## config.mk

```make
export PLATFORM = sky130hd
export DESIGN_NAME = vga_timing_gen
export DESIGN_NICKNAME = d
export VERILOG_FILES = /design/src/rtl/video_pkg.sv /design/src/rtl/video_pix_div.sv /design/src/rtl/vga_timing_gen.sv
export SDC_FILE = /design/constraint.sdc
export NUM_CORES = 1
export LEC_CHECK = 0
export BUFFER_PORTS_ARGS = -buffer_cell sky130_fd_sc_hd__buf_4
export CAP_MARGIN = 0
export CORE_MARGIN = 3
export CORE_UTILIZATION = 55
export DETAILED_ROUTE_END_ITERATION = 8
export GPL_TIMING_DRIVEN = 0
export PLACE_DENSITY = 0.77
export SLEW_MARGIN = 0
export SYNTH_ARGS = -nofsm -noshare
export SYNTH_HDL_FRONTEND = slang
export SYNTH_SLANG_ARGS = --single-unit
```

## constraint.sdc

```tcl
create_clock -name clk_i -period 3.7 [get_ports clk_i]
set_clock_uncertainty 0.1 [all_clocks]
set_input_delay 0.185 -clock clk_i [delete_from_list [all_inputs] [get_ports clk_i]]
set_output_delay 0.185 -clock clk_i [all_outputs]
set_load 0.02 [all_outputs]
```

## src/rtl/video_pkg.sv

```systemverilog
// video_pkg: shared VGA timing stream type, idle value and 320x240 mode constants
//   vga_timing_t    : valid, blank_n, hsync_n, vsync_n, end_of_line, end_of_frame
//   VGA_TIMING_IDLE : value every producer/consumer of the stream resets to
package video_pkg;
  typedef struct packed {
    logic valid;
    logic blank_n;
    logic hsync_n;
    logic vsync_n;
    logic end_of_line;
    logic end_of_frame;
  } vga_timing_t;
  localparam vga_timing_t VGA_TIMING_IDLE = '{
    valid: 1'b0, blank_n: 1'b0, hsync_n: 1'b1, vsync_n: 1'b1,
    end_of_line: 1'b0, end_of_frame: 1'b0
  };
  localparam int PIX_DIV   = 4;
  localparam int H_VISIBLE = 320;
  localparam int H_FRONT   = 8;
  localparam int H_SYNC    = 48;
  localparam int H_BACK    = 24;
  localparam int H_TOTAL   = H_VISIBLE + H_FRONT + H_SYNC + H_BACK;
  localparam int V_VISIBLE = 240;
  localparam int V_FRONT   = 3;
  localparam int V_SYNC    = 4;
  localparam int V_BACK    = 15;
  localparam int V_TOTAL   = V_VISIBLE + V_FRONT + V_SYNC + V_BACK;
endpackage

```

## src/rtl/video_pix_div.sv

```systemverilog
// video_pix_div: pixel clock-enable divider, one tick every PIX_DIV clocks while enabled
//   clk_i, rst_i : clock, async active-high reset
//   en_i         : enable; low clears the divider so the first tick is PIX_DIV-1 clocks after enable
//   tick_o       : combinational pixel strobe
module video_pix_div #(
  parameter int PIX_DIV = 4
) (
  input  logic clk_i,
  input  logic rst_i,
  input  logic en_i,
  output logic tick_o
);
  localparam int DW = PIX_DIV > 1 ? $clog2(PIX_DIV) : 1;
  logic [DW-1:0] div_cnt;
  assign tick_o = en_i && div_cnt == DW'(PIX_DIV - 1);
  always_ff @(posedge clk_i or posedge rst_i)
    if (rst_i) div_cnt <= '0;
    else div_cnt <= (!en_i || tick_o) ? '0 : div_cnt + DW'(1);
endmodule

```

## src/rtl/vga_timing_gen.sv

```systemverilog
// vga_timing_gen: VGA timing stream generator with vblank interrupt, frame counter and line number
//   clk_i, rst_i  : clock, async active-high reset
//   en_i          : timing enable; low parks the raster at pixel (0,0) with an idle stream
//   irq_ack_i     : one-cycle pulse clearing vblank_irq_o
//   timing_o      : registered timing stream, one clock after the pixel tick
//   vblank_irq_o  : sticky, set when end_of_frame is presented
//   frame_cnt_o   : completed-frame counter, wraps at 16 bits
//   line_o        : v coordinate of the last presented pixel
module vga_timing_gen
  import video_pkg::vga_timing_t, video_pkg::VGA_TIMING_IDLE;
#(
  parameter int PIX_DIV   = video_pkg::PIX_DIV,
  parameter int H_VISIBLE = video_pkg::H_VISIBLE,
  parameter int H_FRONT   = video_pkg::H_FRONT,
  parameter int H_SYNC    = video_pkg::H_SYNC,
  parameter int H_BACK    = video_pkg::H_BACK,
  parameter int V_VISIBLE = video_pkg::V_VISIBLE,
  parameter int V_FRONT   = video_pkg::V_FRONT,
  parameter int V_SYNC    = video_pkg::V_SYNC,
  parameter int V_BACK    = video_pkg::V_BACK
) (
  input  logic        clk_i,
  input  logic        rst_i,
  input  logic        en_i,
  input  logic        irq_ack_i,
  output vga_timing_t timing_o,
  output logic        vblank_irq_o,
  output logic [15:0] frame_cnt_o,
  output logic [9:0]  line_o
);
  localparam int H_TOTAL = H_VISIBLE + H_FRONT + H_SYNC + H_BACK;
  localparam int V_TOTAL = V_VISIBLE + V_FRONT + V_SYNC + V_BACK;
  if (H_TOTAL > 1024 || V_TOTAL > 1024 || PIX_DIV < 1 || PIX_DIV > 16 ||
      H_FRONT == 0 || H_SYNC == 0 || H_BACK == 0 ||
      V_FRONT == 0 || V_SYNC == 0 || V_BACK == 0) begin : g_bad_params
    $error("vga_timing_gen: invalid timing parameters");
  end
  localparam logic [9:0] HV   = 10'(H_VISIBLE);
  localparam logic [9:0] HS0  = 10'(H_VISIBLE + H_FRONT);
  localparam logic [9:0] HS1  = 10'(H_VISIBLE + H_FRONT + H_SYNC);
  localparam logic [9:0] HL   = 10'(H_TOTAL - 1);
  localparam logic [9:0] VV   = 10'(V_VISIBLE);
  localparam logic [9:0] VVL  = 10'(V_VISIBLE - 1);
  localparam logic [9:0] VS0  = 10'(V_VISIBLE + V_FRONT);
  localparam logic [9:0] VS1  = 10'(V_VISIBLE + V_FRONT + V_SYNC);
  localparam logic [9:0] VL   = 10'(V_TOTAL - 1);
  logic       tick;
  logic [9:0] h_cnt, v_cnt;
  logic       eol, irq_set;
  video_pix_div #(.PIX_DIV(PIX_DIV)) u_pix_div (
    .clk_i  (clk_i),
    .rst_i  (rst_i),
    .en_i   (en_i),
    .tick_o (tick)
  );
  assign eol     = h_cnt == HV;
  assign irq_set = tick && eol && v_cnt == VVL;
  always_ff @(posedge clk_i or posedge rst_i)
    if (rst_i) begin
      h_cnt        <= '0;
      v_cnt        <= '0;
      timing_o     <= VGA_TIMING_IDLE;
      vblank_irq_o <= 1'b0;
      frame_cnt_o  <= '0;
      line_o       <= '0;
    end else begin
      if (!en_i) begin
        h_cnt    <= '0;
        v_cnt    <= '0;
        timing_o <= VGA_TIMING_IDLE;
      end else begin
        timing_o.valid        <= tick;
        timing_o.end_of_line  <= tick && eol;
        timing_o.end_of_frame <= irq_set;
        if (tick) begin
          timing_o.blank_n <= h_cnt < HV && v_cnt < VV;
          timing_o.hsync_n <= !(h_cnt >= HS0 && h_cnt < HS1);
          timing_o.vsync_n <= !(v_cnt >= VS0 && v_cnt < VS1);
          line_o           <= v_cnt;
          h_cnt            <= h_cnt == HL ? '0 : h_cnt + 10'd1;
          if (h_cnt == HL) v_cnt <= v_cnt == VL ? '0 : v_cnt + 10'd1;
        end
      end
      // a new frame end outranks an ack arriving on the same edge
      if (irq_set) begin
        vblank_irq_o <= 1'b1;
        frame_cnt_o  <= frame_cnt_o + 16'd1;
      end else if (irq_ack_i) begin
        vblank_irq_o <= 1'b0;
      end
    end
endmodule
```

==> flow_metrics.tcl <==
set metrics [dict create \
    status "finished, final reports clean" \
    clockRootBuffer "sky130_fd_sc_hd__clkbuf_8" \
    detail_route.drc_violations 0 \
    layout-drive-gt1-share_pct 21.9 \
    design.final.nets 310 \
    layout_min_cycle_time_ns 2.44 \
    timing.final.hold_violations 0 \
    synth_area_leaders "sky130_fd_sc_hd__dfrtp_1 (50%), sky130_fd_sc_hd__xor2_1 (5.6%), sky130_fd_sc_hd__mux2_2 (4.7%), sky130_fd_sc_hd__ha_1 (2.8%), sky130_fd_sc_hd__nand3_1 (2.6%)" \
    drtAntennaViolNets 0 \
    start_util_pct 58.8 \
    dr.first_iter.drc_count 114 \
    core-area_um2 4500 \
    p_leak_nw 1.51 \
    totalWireLength_um 5390 \
    mappedNetlistArea_um2 2650 \
    clk_latency_ns 0.31 \
    clock.fmax_mhz 409 \
    vdd_ir_drop_max_mv 0.206 \
    multiInputGateArea_um2 1180 \
    first_global_vias 1868 \
    max_slew_violation_total_from_the_final_report 0 \
    cp_data_arrival_time_ns 2.50 \
    num-fill-cells 375 \
    synthDominantAreaCellType "sky130_fd_sc_hd__dfrtp_1" \
    start_kind "flop" \
    hpwl_um 3910 \
    die_h_um 75.4 \
    first_pass_iters 5 \
    setup_viol_count_final 0 \
    regArea_um2 1380 \
    worst_pin_slew_ns 0.764 \
    num_vias 2079 \
    synth_cell_type_count 44 \
    cts_tree "built" \
    holdCritPathClass "input port to async pin" \
    syn-mean-instance-area_um2 10.5 \
    io_count 37 \
    syn_to_final_growth_pct 18.6 \
    pin_count_of_the_biggest_net_entering_global_routing 42 \
    critical_path.endpoint_type "flop" \
    io_buffers 36 \
    via_per_inst 5.89 \
    worst_ep_required_time_ns 3.76 \
    worst_slew_slack_as_a_fraction_of_its_limit_pct 48.5 \
    die_w_um 75.4 \
    path_max_fanout 7 \
    synth_sequential_area_ratio_pct 52.1 \
    cts-resized-gates 0 \
    synth.net_count 263 \
    power.density_nw_per_um2 333 \
    synth_warnings 0 \
    netlist_instances 253 \
    grt_first_pass_wirelength_um 8670 \
    final_cycle_share_pct 66.0 \
    synth_largest_type_area_fraction_pct 50.1 \
    report.power.total_mw 1.05 \
    critPathKind "flop to flop" \
    path_clk_slew_ns 0.09 \
    gp_routability_congestion 0.844 \
    antenna_found_initial 0 \
    grt_setup_unrepaired "false" \
    routedWlPerCell_um 15.3 \
    cts-htree-levels 2 \
    synthesis_stage_register_bit_count 55 \
    die_area_um2 5680 \
    clock-sinks 55 \
    antenna-diode-count 0 \
    cts_max_path_buffers 2 \
    drv.max_cap_violation_count 0 \
    cts_bufs_inserted 5 \
    fin_setup_tns_ns 0 \
    num_rows 24 \
    overall_global_routing_resource_usage_pct 19.7 \
    grt-ovfl-total 0 \
]
[cells in the final DEF, fill, tap and decap left out, types with 4 or more instances in the layout]
cell                        n
sky130_fd_sc_hd__and2_1     4
sky130_fd_sc_hd__ha_1       6
sky130_fd_sc_hd__buf_4     36
sky130_fd_sc_hd__o31ai_1    4
sky130_fd_sc_hd__nor3_1    14
sky130_fd_sc_hd__clkbuf_1   9
sky130_fd_sc_hd__inv_1     13
sky130_fd_sc_hd__xor2_1    17
sky130_fd_sc_hd__nand2_1   14
sky130_fd_sc_hd__o21ai_0   13
sky130_fd_sc_hd__clkbuf_8   5
sky130_fd_sc_hd__nand3_1   14
sky130_fd_sc_hd__a21oi_1    8
sky130_fd_sc_hd__mux2_2    11
sky130_fd_sc_hd__dfrtp_1   53
sky130_fd_sc_hd__xnor2_1    5
sky130_fd_sc_hd__nand4_1   11
sky130_fd_sc_hd__nor2_1    14
sky130_fd_sc_hd__or3_1      4
[through the flow]
step	hold slack, ns	instances	setup slack [ns]	cell area [um^2]	util [%]
finish	0.283	353	1.26	3140	69.7
global route	0.287	353	1.18	3140	69.7
CTS	0.294	353	1.28	3140	69.7
detailed placement	0.0682	342	1.28	3000	66.6
global placement	0.281	341	1.30	2980	66.2
floorplan	0.124	253	1.57	2650	-
[worst max-delay path, cell delays in order (launching register included)]
cell                      delay (ns)
sky130_fd_sc_hd__dfrtp_1        0.46
sky130_fd_sc_hd__or4b_4         0.60
sky130_fd_sc_hd__or3_4          0.40
sky130_fd_sc_hd__o21ai_0        0.63
sky130_fd_sc_hd__a21oi_1        0.10
[final timing paths]
check	from	to	slack, ns	cells past startpoint
hold reg to reg	u_pix_div.div_cnt[0]$_DFF_PP0_	u_pix_div.div_cnt[0]$_DFF_PP0_	0.34	1
max in group asynchronous	rst_i	timing_o[2]$_DFFE_PP1P_	2.66	4
hold / removal	rst_i	frame_cnt_o[3]$_DFFE_PP0P_	0.28	3
setup reg to reg	h_cnt[4]$_DFFE_PP0P_	v_cnt[5]$_DFFE_PP0P_	1.26	4
setup / recovery	h_cnt[4]$_DFFE_PP0P_	v_cnt[5]$_DFFE_PP0P_	1.26	4
min in group clk_i	u_pix_div.div_cnt[0]$_DFF_PP0_	u_pix_div.div_cnt[0]$_DFF_PP0_	0.34	1
[sequential cells by signal (all words and copies together), names as in the netlist]
name,flops
line_o,10
timing_o,6
h_cnt,10
u_pix_div.div_cnt,2
vblank_irq_o,1
v_cnt,10
frame_cnt_o,16
[report_power, final]
| part | internal [mW] | switching (mW) |
|---|---|---|
| registers | 0.605 | 0.00309 |
| clock network | 0.203 | 0.189 |
| logic | 0.0158 | 0.0301 |
[synth_stat cells]
library cell                number
sky130_fd_sc_hd__or3_1           4
sky130_fd_sc_hd__nand2_1        14
sky130_fd_sc_hd__nand4b_1        1
sky130_fd_sc_hd__nand4_1        11
sky130_fd_sc_hd__o41ai_1         1
sky130_fd_sc_hd__or4b_1          1
sky130_fd_sc_hd__and3b_1         2
sky130_fd_sc_hd__or4b_4          1
sky130_fd_sc_hd__and4b_1         1
sky130_fd_sc_hd__nor2_1         14
sky130_fd_sc_hd__nor4bb_1        1
sky130_fd_sc_hd__ha_1            6
sky130_fd_sc_hd__or2_2           1
sky130_fd_sc_hd__clkbuf_1        7
sky130_fd_sc_hd__a21oi_1         8
sky130_fd_sc_hd__a31oi_1         1
sky130_fd_sc_hd__o31ai_1         4
sky130_fd_sc_hd__nand2b_1        2
sky130_fd_sc_hd__o31a_1          1
sky130_fd_sc_hd__dfrtp_1        53
sky130_fd_sc_hd__or3_4           1
sky130_fd_sc_hd__and3_2          1
sky130_fd_sc_hd__and2_2          1
sky130_fd_sc_hd__nor3b_1         2
sky130_fd_sc_hd__o22ai_1         2
sky130_fd_sc_hd__a2bb2oi_1       1
sky130_fd_sc_hd__nor4b_1         1
sky130_fd_sc_hd__inv_1          14
sky130_fd_sc_hd__nor4_1          3
sky130_fd_sc_hd__buf_2           2
sky130_fd_sc_hd__o21ai_0        13
sky130_fd_sc_hd__or4_1           3
sky130_fd_sc_hd__xnor2_1         5
sky130_fd_sc_hd__and4_2          1
sky130_fd_sc_hd__xor2_1         17
sky130_fd_sc_hd__nor3_1         14
sky130_fd_sc_hd__mux2_2         11
sky130_fd_sc_hd__o31a_2          1
sky130_fd_sc_hd__dfstp_2         2
sky130_fd_sc_hd__nor2b_1         1
sky130_fd_sc_hd__and3_1          3
sky130_fd_sc_hd__and2_1          4
sky130_fd_sc_hd__nand3_1        14
sky130_fd_sc_hd__and4_1          2
[cells by family after synthesis]
kind of cell / after synthesis / share of synthesized area (%)
flip-flops: 55 / 52.1
AND/OR/NAND/NOR: 104 / 22.6
adder cells (fa/ha/maj): 6 / 2.84
XOR/XNOR: 22 / 7.28
buffers and inverters: 23 / 3.36
multiplexers: 11 / 4.68
AO/OA/AOI/OAI: 32 / 7.19
[final cells by class]
type	instances	area share [%]
clock buffer	7	2.43
clock inverter	1	0.957
timing repair buffer	40	10.2
sequential	55	43.9
inverter	14	1.67
multi-input combinational	175	37.6
buffer	9	1.16
tap	52	2.07
[timing repair]
action | CTS | global route
setup buffers | 0 | 0
hold buffers | 3 | 0
hold endpoints to repair | 16 | 0
[layer usage]
layer	wire length (um)	global-route usage [%]	vias to the layer above	part of all wire (%)
li1	-	-	994	-
met1	2480	26.4	1014	46
met2	2590	32.1	65	48
met3	267	4.09	6	5.0
met4	56	6.41	0	1.0
met5	0	0	-	0
(Power assumes the default switching activity.)
